--- src/rtl/pmic_i2c_sequencer.sv ---
// PMIC bring-up sequencer: walks a command ROM and drives the I2C handler.
// Optional macro PMIC_SEQ_TIMEOUT_EN adds a WAIT_DONE timeout.
module pmic_i2c_sequencer #(
    parameter int ROM_ADDR_W     = 5,
    parameter int DELAY_UNIT     = 1000,
    parameter int TIMEOUT_CYCLES = 65535
) (
    input  logic                  i_clk,
    input  logic                  i_rst_n,
    input  logic                  i_start,
    output logic                  o_busy,
    output logic                  o_seqDone,
    output logic                  o_error,
    output logic [ROM_ADDR_W-1:0] o_step,
    output logic [ROM_ADDR_W-1:0] o_romAddr,
    input  logic [24:0]           i_romData,
    output logic                  o_begin,
    output logic                  o_writeEnable,
    output logic [6:0]            o_i2cAddress,
    output logic [7:0]            o_regAddress,
    output logic [7:0]            o_txData,
    input  logic                  i_done
);
    localparam int CW = 8 + $clog2(DELAY_UNIT);
    localparam logic [ROM_ADDR_W-1:0] LAST_STEP = '1;

    typedef enum logic [3:0] {
        S_IDLE,
        S_FETCH,
        S_DECODE,
        S_ISSUE,
        S_WAIT_DONE,
        S_DELAY,
        S_FINISH,
        S_ERROR
    } state_t;

    state_t                state, state_n;
    logic [ROM_ADDR_W-1:0] step, step_n;
    logic [ROM_ADDR_W-1:0] rom_addr;
    logic [CW-1:0]         cnt, cnt_n;
    logic                  error_q, error_n;
    logic                  advance;
    logic [6:0]            i2c_addr;
    logic [7:0]            reg_addr;
    logic [7:0]            tx_data;

`ifdef PMIC_SEQ_TIMEOUT_EN
    localparam int TW = $clog2(TIMEOUT_CYCLES + 1);
    logic [TW-1:0] tcnt, tcnt_n;
`endif

    always_comb begin
        state_n = state;
        step_n  = step;
        cnt_n   = cnt;
        error_n = error_q;
        advance = 1'b0;
`ifdef PMIC_SEQ_TIMEOUT_EN
        tcnt_n  = tcnt;
`endif
        unique case (state)
            S_IDLE: begin
                if (i_start) begin
                    step_n  = '0;
                    error_n = 1'b0;
                    state_n = S_FETCH;
                end
            end
            S_FETCH: state_n = S_DECODE;
            S_DECODE: begin
                unique case (i_romData[24:23])
                    2'b00: state_n = S_ISSUE;
                    2'b01: begin
                        state_n = S_DELAY;
                        cnt_n   = CW'(i_romData[7:0]) * CW'(DELAY_UNIT);
                    end
                    2'b10: state_n = S_FINISH;
                    2'b11: state_n = S_ERROR;
                endcase
            end
            S_ISSUE: begin
                state_n = S_WAIT_DONE;
`ifdef PMIC_SEQ_TIMEOUT_EN
                tcnt_n  = '0;
`endif
            end
            S_WAIT_DONE: begin
                if (i_done) begin
                    advance = 1'b1;
`ifdef PMIC_SEQ_TIMEOUT_EN
                end else if (tcnt >= TW'(TIMEOUT_CYCLES - 1)) begin
                    state_n = S_ERROR;
                end else begin
                    tcnt_n = tcnt + 1'b1;
`endif
                end
            end
            S_DELAY: begin
                if (cnt == '0) begin
                    advance = 1'b1;
                end else begin
                    cnt_n = cnt - 1'b1;
                end
            end
            S_FINISH: state_n = S_IDLE;
            S_ERROR:  state_n = S_IDLE;
            default:  state_n = S_IDLE;
        endcase
        // Running off the end of the table without an END entry is a fault
        if (advance) begin
            if (step == LAST_STEP) begin
                state_n = S_ERROR;
            end else begin
                step_n  = step + 1'b1;
                state_n = S_FETCH;
            end
        end
        if (state_n == S_ERROR) begin
            error_n = 1'b1;
        end
    end

    always_ff @(posedge i_clk or negedge i_rst_n) begin
        if (!i_rst_n) begin
            state    <= S_IDLE;
            step     <= '0;
            rom_addr <= '0;
            cnt      <= '0;
            error_q  <= 1'b0;
            i2c_addr <= '0;
            reg_addr <= '0;
            tx_data  <= '0;
`ifdef PMIC_SEQ_TIMEOUT_EN
            tcnt     <= '0;
`endif
        end else begin
            state   <= state_n;
            step    <= step_n;
            cnt     <= cnt_n;
            error_q <= error_n;
`ifdef PMIC_SEQ_TIMEOUT_EN
            tcnt    <= tcnt_n;
`endif
            // Address is presented during FETCH so data lands in DECODE
            if (state_n == S_FETCH) begin
                rom_addr <= step_n;
            end
            if (state == S_DECODE) begin
                i2c_addr <= i_romData[22:16];
                reg_addr <= i_romData[15:8];
                tx_data  <= i_romData[7:0];
            end
        end
    end

    assign o_busy        = !(state inside {S_IDLE, S_FINISH, S_ERROR});
    assign o_begin       = (state == S_ISSUE);
    assign o_seqDone     = (state == S_FINISH);
    assign o_error       = error_q;
    assign o_step        = step;
    assign o_romAddr     = rom_addr;
    assign o_writeEnable = 1'b1;
    assign o_i2cAddress  = i2c_addr;
    assign o_regAddress  = reg_addr;
    assign o_txData      = tx_data;

endmodule
--- config.mk ---
export PLATFORM = sky130hd
export DESIGN_NAME = pmic_i2c_sequencer
export DESIGN_NICKNAME = d
export VERILOG_FILES = /design/src/rtl/pmic_i2c_sequencer.sv
export SDC_FILE = /design/constraint.sdc
export NUM_CORES = 1
export LEC_CHECK = 0
export CORE_MARGIN = 5
export CORE_UTILIZATION = 55
export DETAILED_ROUTE_END_ITERATION = 8
export PLACE_DENSITY_LB_ADDON = 0.3
export RECOVER_POWER = 25
export SYNTH_ARGS = -nofsm -noshare
export SYNTH_HDL_FRONTEND = slang
export SYNTH_SLANG_ARGS = --single-unit
--- constraint.sdc ---
create_clock -name i_clk -period 2.2 [get_ports i_clk]
set_input_delay 0.33 -clock i_clk [delete_from_list [all_inputs] [get_ports i_clk]]
set_output_delay 0.33 -clock i_clk [all_outputs]
set_load 0.01 [all_outputs]
== Yosys cells after proc, flatten, opt, wreduce, memory -nomap -nowiden ==
Index checks and enable logic that the tools add are counted.

* Add/subtract/negate cells: 2
* $mul: 1
* Divide/modulo/power cells: 0
* $lt $le $gt $ge: 0
* Equal/unequal tests: 15
* Shift operators: 0
* Multiplexer cells: 18
* Bitwise gates (word level): 0
* Reductions and logical operators: 11

{| class="wikitable"
|+ Operators with widths
! operator !! count
|-
| $mux 18 || 2
|-
| $pmux 18 s2 || 1
|-
| $eq 4x3->1 const B || 5
|-
| $mux 5 || 4
|-
| $pmux 4 s5 || 1
|-
| $logic_not 18->1 || 1
|-
| $sub 18x1->18 const B || 1
|-
| $pmux 4 s4 || 1
|-
| $mul 8x7->15 const B || 1
|-
| $eq 4x1->1 const B || 2
|-
| $eq 4x2->1 const B || 2
|-
| $mux 4 || 2
|-
| $reduce_bool 2->1 || 3
|-
| $add 5x1->5 const B || 1
|-
| $eq 5x5->1 const B || 1
|-
| $mux 1 || 5
|-
| $eq 2x2->1 const B || 2
|-
| $logic_not 4->1 || 1
|-
| $mux 3 || 1
|-
| $reduce_and 3->1 || 1
|-
| $reduce_bool 3->1 || 1
|-
| $eq 2x1->1 const B || 1
|-
| $logic_not 2->1 || 1
|-
| $ne 2x1->1 const B || 1
|-
| 5 further kinds || 5
|}

* Register bits: 56
* Latch bits: 0
* Memory bits (writable): 0
* ROM bits: 0
* Word-level logic and storage cells: 55
* Memories kept: 0

== Logic depth before layout (Yosys ltp) ==
* Word-level depth: 7
* Depth in mapped cells: 13
* Depth with buffers taken out: 13

== Least setup slack after synthesis ==
No wires, ideal clock.

* Kind: input -> register
* Start: input i_romData[1]
* End: register cnt[15]
* Arrival time: 3686 ps
* Data required time: 2074 ps
* Path slack: -1612 ps
* Stages on the path: 12
* Buffers on the path: 0
* Cells stage by stage: fa_1 > inv_1 > fa_1 > fa_1 > fa_1 > inv_1 > ha_1 > o211ai_1 > o211ai_1 > a41oi_1 > xnor2_1 > a221o_1

* Cells in the longest elaborated chain, start to end: 3

{| class="wikitable"
|+ RTL lines
! element !! line !! text
|-
| start, declared || 16 || <nowiki>input logic [24:0] i_romData,</nowiki>
|-
| $mul 8x7->15 || 76 || <nowiki>cnt_n = CW'(i_romData[7:0]) * CW'(DELAY_UNIT);</nowiki>
|-
| $mux 18 || 72 || <nowiki>unique case (i_romData[24:23])</nowiki>
|-
| $pmux 18 s2 || 62 || <nowiki>unique case (state)</nowiki>
|-
| end signal, assigned || 140 || <nowiki>cnt <= cnt_n;</nowiki>
|-
| end, declared || 41 || <nowiki>logic [CW-1:0] cnt, cnt_n;</nowiki>
|}

Every way passes these cells. The select of a mux whose other input is x is not followed.
A chain may end at the register's enable or synchronous reset.

== Worst setup path after layout ==
* Start: input i_romData[2]
* End: register cnt[17]

Same word-level chain as after synthesis.

==> summary.md <==
| Metric | Value |
|---|---|
| Outcome | `complete, but fails checks` |
| Failing checks | `setup timing` |
| Post-place instance area | `about 5500 sq um` |
| Max rail drop VDD | `roughly 0.66 mV` |
| Antenna Violating Nets Remaining | `0` |
| Nets | `624` |
| Async set-or-reset flop fraction in the synthesized netlist | `100%` |
| Via-per-instance ratio | `5.80` |
| Vias in the first global route | `3930` |
| Final Non-Filler Cells | `635` |
| CTS buffer count | `5` |
| First-pass GRT wire length | `19.0 mm` |
| Setup CP Type | `in2reg` |
| Max Cap Viol | `0` |
| DRC violation total after the first TritonRoute iteration | `~280` |
| Max-slew violations | `0` |
| Num rows | `32` |
| Gpl congestion | `around 0.90` |
| Drt total wl | `around 12 mm` |
| Register Area | `1400 sq um` |
| Top cell type's share of synthesized area | `between 30 and 40%` |
| Ys flop type | `dfrtp_1` |
| Tmin final | `about 3700 ps` |
| Ys Warns | `0` |
| CP startpoint kind | `input port` |
| Starting Density | `55.7%` |
| Worst-Skew Late Latency | `320 ps` |
| Leakage Power | `0.00263 uW` |
| IO Port Bufs | `65` |
| Total global routing overflow | `0` |
| Unrepaired setup endpoints after global routing | `true` |
| Syn nets | `497` |
| Critical path arrival | `3870 ps` |
| Sw Ratio | `between 40% and 50%` |
| Root Driver | `clkbuf_8` |
| Final WS setup | `-1490 ps` |
| DPL Wire Length | `approximately 8.6 mm` |
| Post-Syn Area | `roughly 4200 sq um` |
| Max frequency | `271 MHz` |
| Most frequent cells in the layout | `buf_4 (59), dfrtp_1 (56), clkdlybuf4s50_1 (56)` |
| Psw | `2800 uW` |
| Largest net degree at the start of global routing | `34` |
| Post-cts hold buffer count | `0` |
| Maximum fanout along the worst path | `4` |
| Overall via count from detail_route | `~3700` |
| CTS max path bufs | `2` |
| Placed insts | `617` |
| Clock transition at the registers of the reported paths | `roughly 120 ps` |
| Post-synth EDFFs | `0` |
| Finished Cell Area | `between 5000 and 6000 sq um` |
| CP required | `~2400 ps` |
| Diodes inserted | `0` |
| Crit end category | `register` |
| Worst min path class | `in2async` |
| Avg Inst Size Synth | `10.5 sq um` |
| Initial antenna violation count | `0` |
| Routed WL per cell | `18.7 um` |
| Post-synth cell types | `70` |
| Post-Syn Instances | `405` |
| Count of final hold-check violations | `0` |
| Overall Global Routing Usage | `around a quarter` |
| I/O pin total | `67` |
| Multi-input gate area | `2870 sq um` |
| Largest area contributor in the synthesized netlist | `dfrtp_1` |
| Final setup viols | `11` |
| Commonest non-fill, non-tap cell in the layout | `buf_4` |
| DRT Pass-1 Iters | `5` |
| CORE AREA | `7610 sq um` |
| #FFs+latches synth | `56` |
| Area Overhead vs Synth | `38.4%` |
| Clock power frac | `9.2%` |
| Max-slew headroom | `a little over an eighth` |
| DIE HEIGHT | `roughly 100 um` |
| Top cells by area, synth | `dfrtp_1 (33%), ha_1 (12%), fa_1 (9.9%)` |
| Die area | `9550 sq um` |
| Clock Skews | `14.5 ps` |
| H-Tree Depth | `2` |
| Slew @ Worst Pin | `1300 ps` |
| Sequential share of power | `approximately a quarter` |
| Num Clock Sinks | `56` |
| Min Hold Slack | `265 ps` |
| Die Wd | `97.7 um` |
| Sequential share of the synthesized area | `33.1%` |
| Combinational power share | `between 60% and 70%` |
| Cell Pwr Density | `roughly 1200 nW/um^2` |
| Residual DRC | `0` |
| Fillers | `roughly 450` |
| Layout cells sized above 1 | `31.7%` |
| CTS tree | `done` |
| Internal power | `4010 uW` |
| Fin crit share | `168%` |
[synthesized netlist by cell type (3+ instances only)]
cell type and n:
nand2_1 14, o2bb2ai_1 4, ha_1 42, nand2b_1 8, dfrtp_1 56, clkbuf_1 7
fa_1 21, a31oi_1 5, and3_1 4, o22ai_1 4, nand4_1 6, o22a_1 3
nor3_1 14, xor2_1 6, inv_1 43, and2_1 3, mux2_2 23, o211ai_1 5
xnor2_1 8, a2bb2oi_1 3, a21oi_1 15, nor2_1 23, nand3_1 8, a22o_2 4
a22oi_1 4, a21o_1 3, o21ai_0 13
[per-layer routing]
layer	wire length, um	track usage [%]	up-vias	share of wire, %
met1	4880	30.5	1803	41
met5	0	0	-	0
met2	6000	40.9	157	50
li1	-	-	1699	-
met3	784	5.57	25	6.6
met4	234	6.82	0	2.0
[critical path: stages]
cell and delay (ps):
buf_8 110, fa_2 510, xor2_2 200, ha_1 190, a21oi_1 190, fa_1 470, fa_1 520, inv_2 50
ha_4 230, a21oi_2 160, o211ai_1 120, buf_4 170, buf_6 120, a221oi_4 220, xnor2_1 140, o221ai_1 140
[logic make-up after synthesis]
group | Yosys count | synth area share [%]
other | 2 | 0.177
xor gates and xnor gates | 14 | 2.90
DFF | 56 | 33.1
adders and majority gates | 63 | 22.3
muxes | 24 | 6.35
and+or+nand+nor | 99 | 13.2
AOI/OAI and AO/OA | 89 | 15.8
buffers and inverters | 58 | 6.21
[power by group through the flow]
| stage | Combinational (uW) | Clock, uW | Sequential [uW] |
|---|---|---|---|
| 2_1_floorplan | 1980 | 0 | 1800 |
| 3_3_place_gp | 3480 | 0 | 1740 |
| 3_5_place_dp | 3620 | 0 | 1780 |
| 4_1_cts | 3930 | 630 | 1760 |
| 5_1_grt | 4740 | 681 | 1820 |
| 6_report | 4430 | 624 | 1760 |
[final timing paths]
kind                                           from                       end  slack [ps]  depth (start not counted)
max                                    i_romData[2]       cnt[17]$_DFFE_PN0P_       -1490                         16
min                                         i_rst_n       cnt[10]$_DFFE_PN0P_         260                          1
max reg2reg                     o_step[1]$_DFF_PN0_       o_step[1]$_DFF_PN0_          80                          8
min reg2reg                o_romAddr[3]$_DFFE_PN0N_  o_romAddr[3]$_DFFE_PN0N_         500                          1
max in group asynchronous                   i_rst_n   o_txData[2]$_DFFE_PN0P_         470                          2
min in group i_clk                     i_romData[1]   o_txData[1]$_DFFE_PN0P_         370                          3
[through the flow]
step           setup slack, ps  TNS, ps  total power (uW)  util [%]
3_5_place_dp             -2280   -21530              5400      72.2
3_3_place_gp             -2150   -20200              5220      72.2
2_1_floorplan            -1530   -11690              3780         -
5_1_grt                  -1610   -13720              7240      77.0
4_1_cts                  -1510   -12500              6310      75.1
6_report                 -1490   -12560              6810      77.0
[flip-flops by register name, summed over array words and instances, names as in the netlist]
name,count
o_step,5
cnt,18
o_txData,8
o_error,1
o_i2cAddress,7
o_romAddr,5
state,4
o_regAddress,8
[area by class of cell]
cell class / instances / area share, %
tap: 102 / 2.18
multi-input combinational: 291 / 49.0
sequential: 56 / 23.9
clock inverter: 3 / 0.577
clock buffer: 5 / 1.17
timing repair buffer: 135 / 20.4
inverter: 43 / 2.75
[timing repair]
item                                    4_1_cts  5_1_grt
resized for setup                            47       31
setup buffers                                 4        8
endpoints found under the setup margin       12       20
pin swaps                                    31       37
Note: power is estimated with default switching activity, not from simulation.
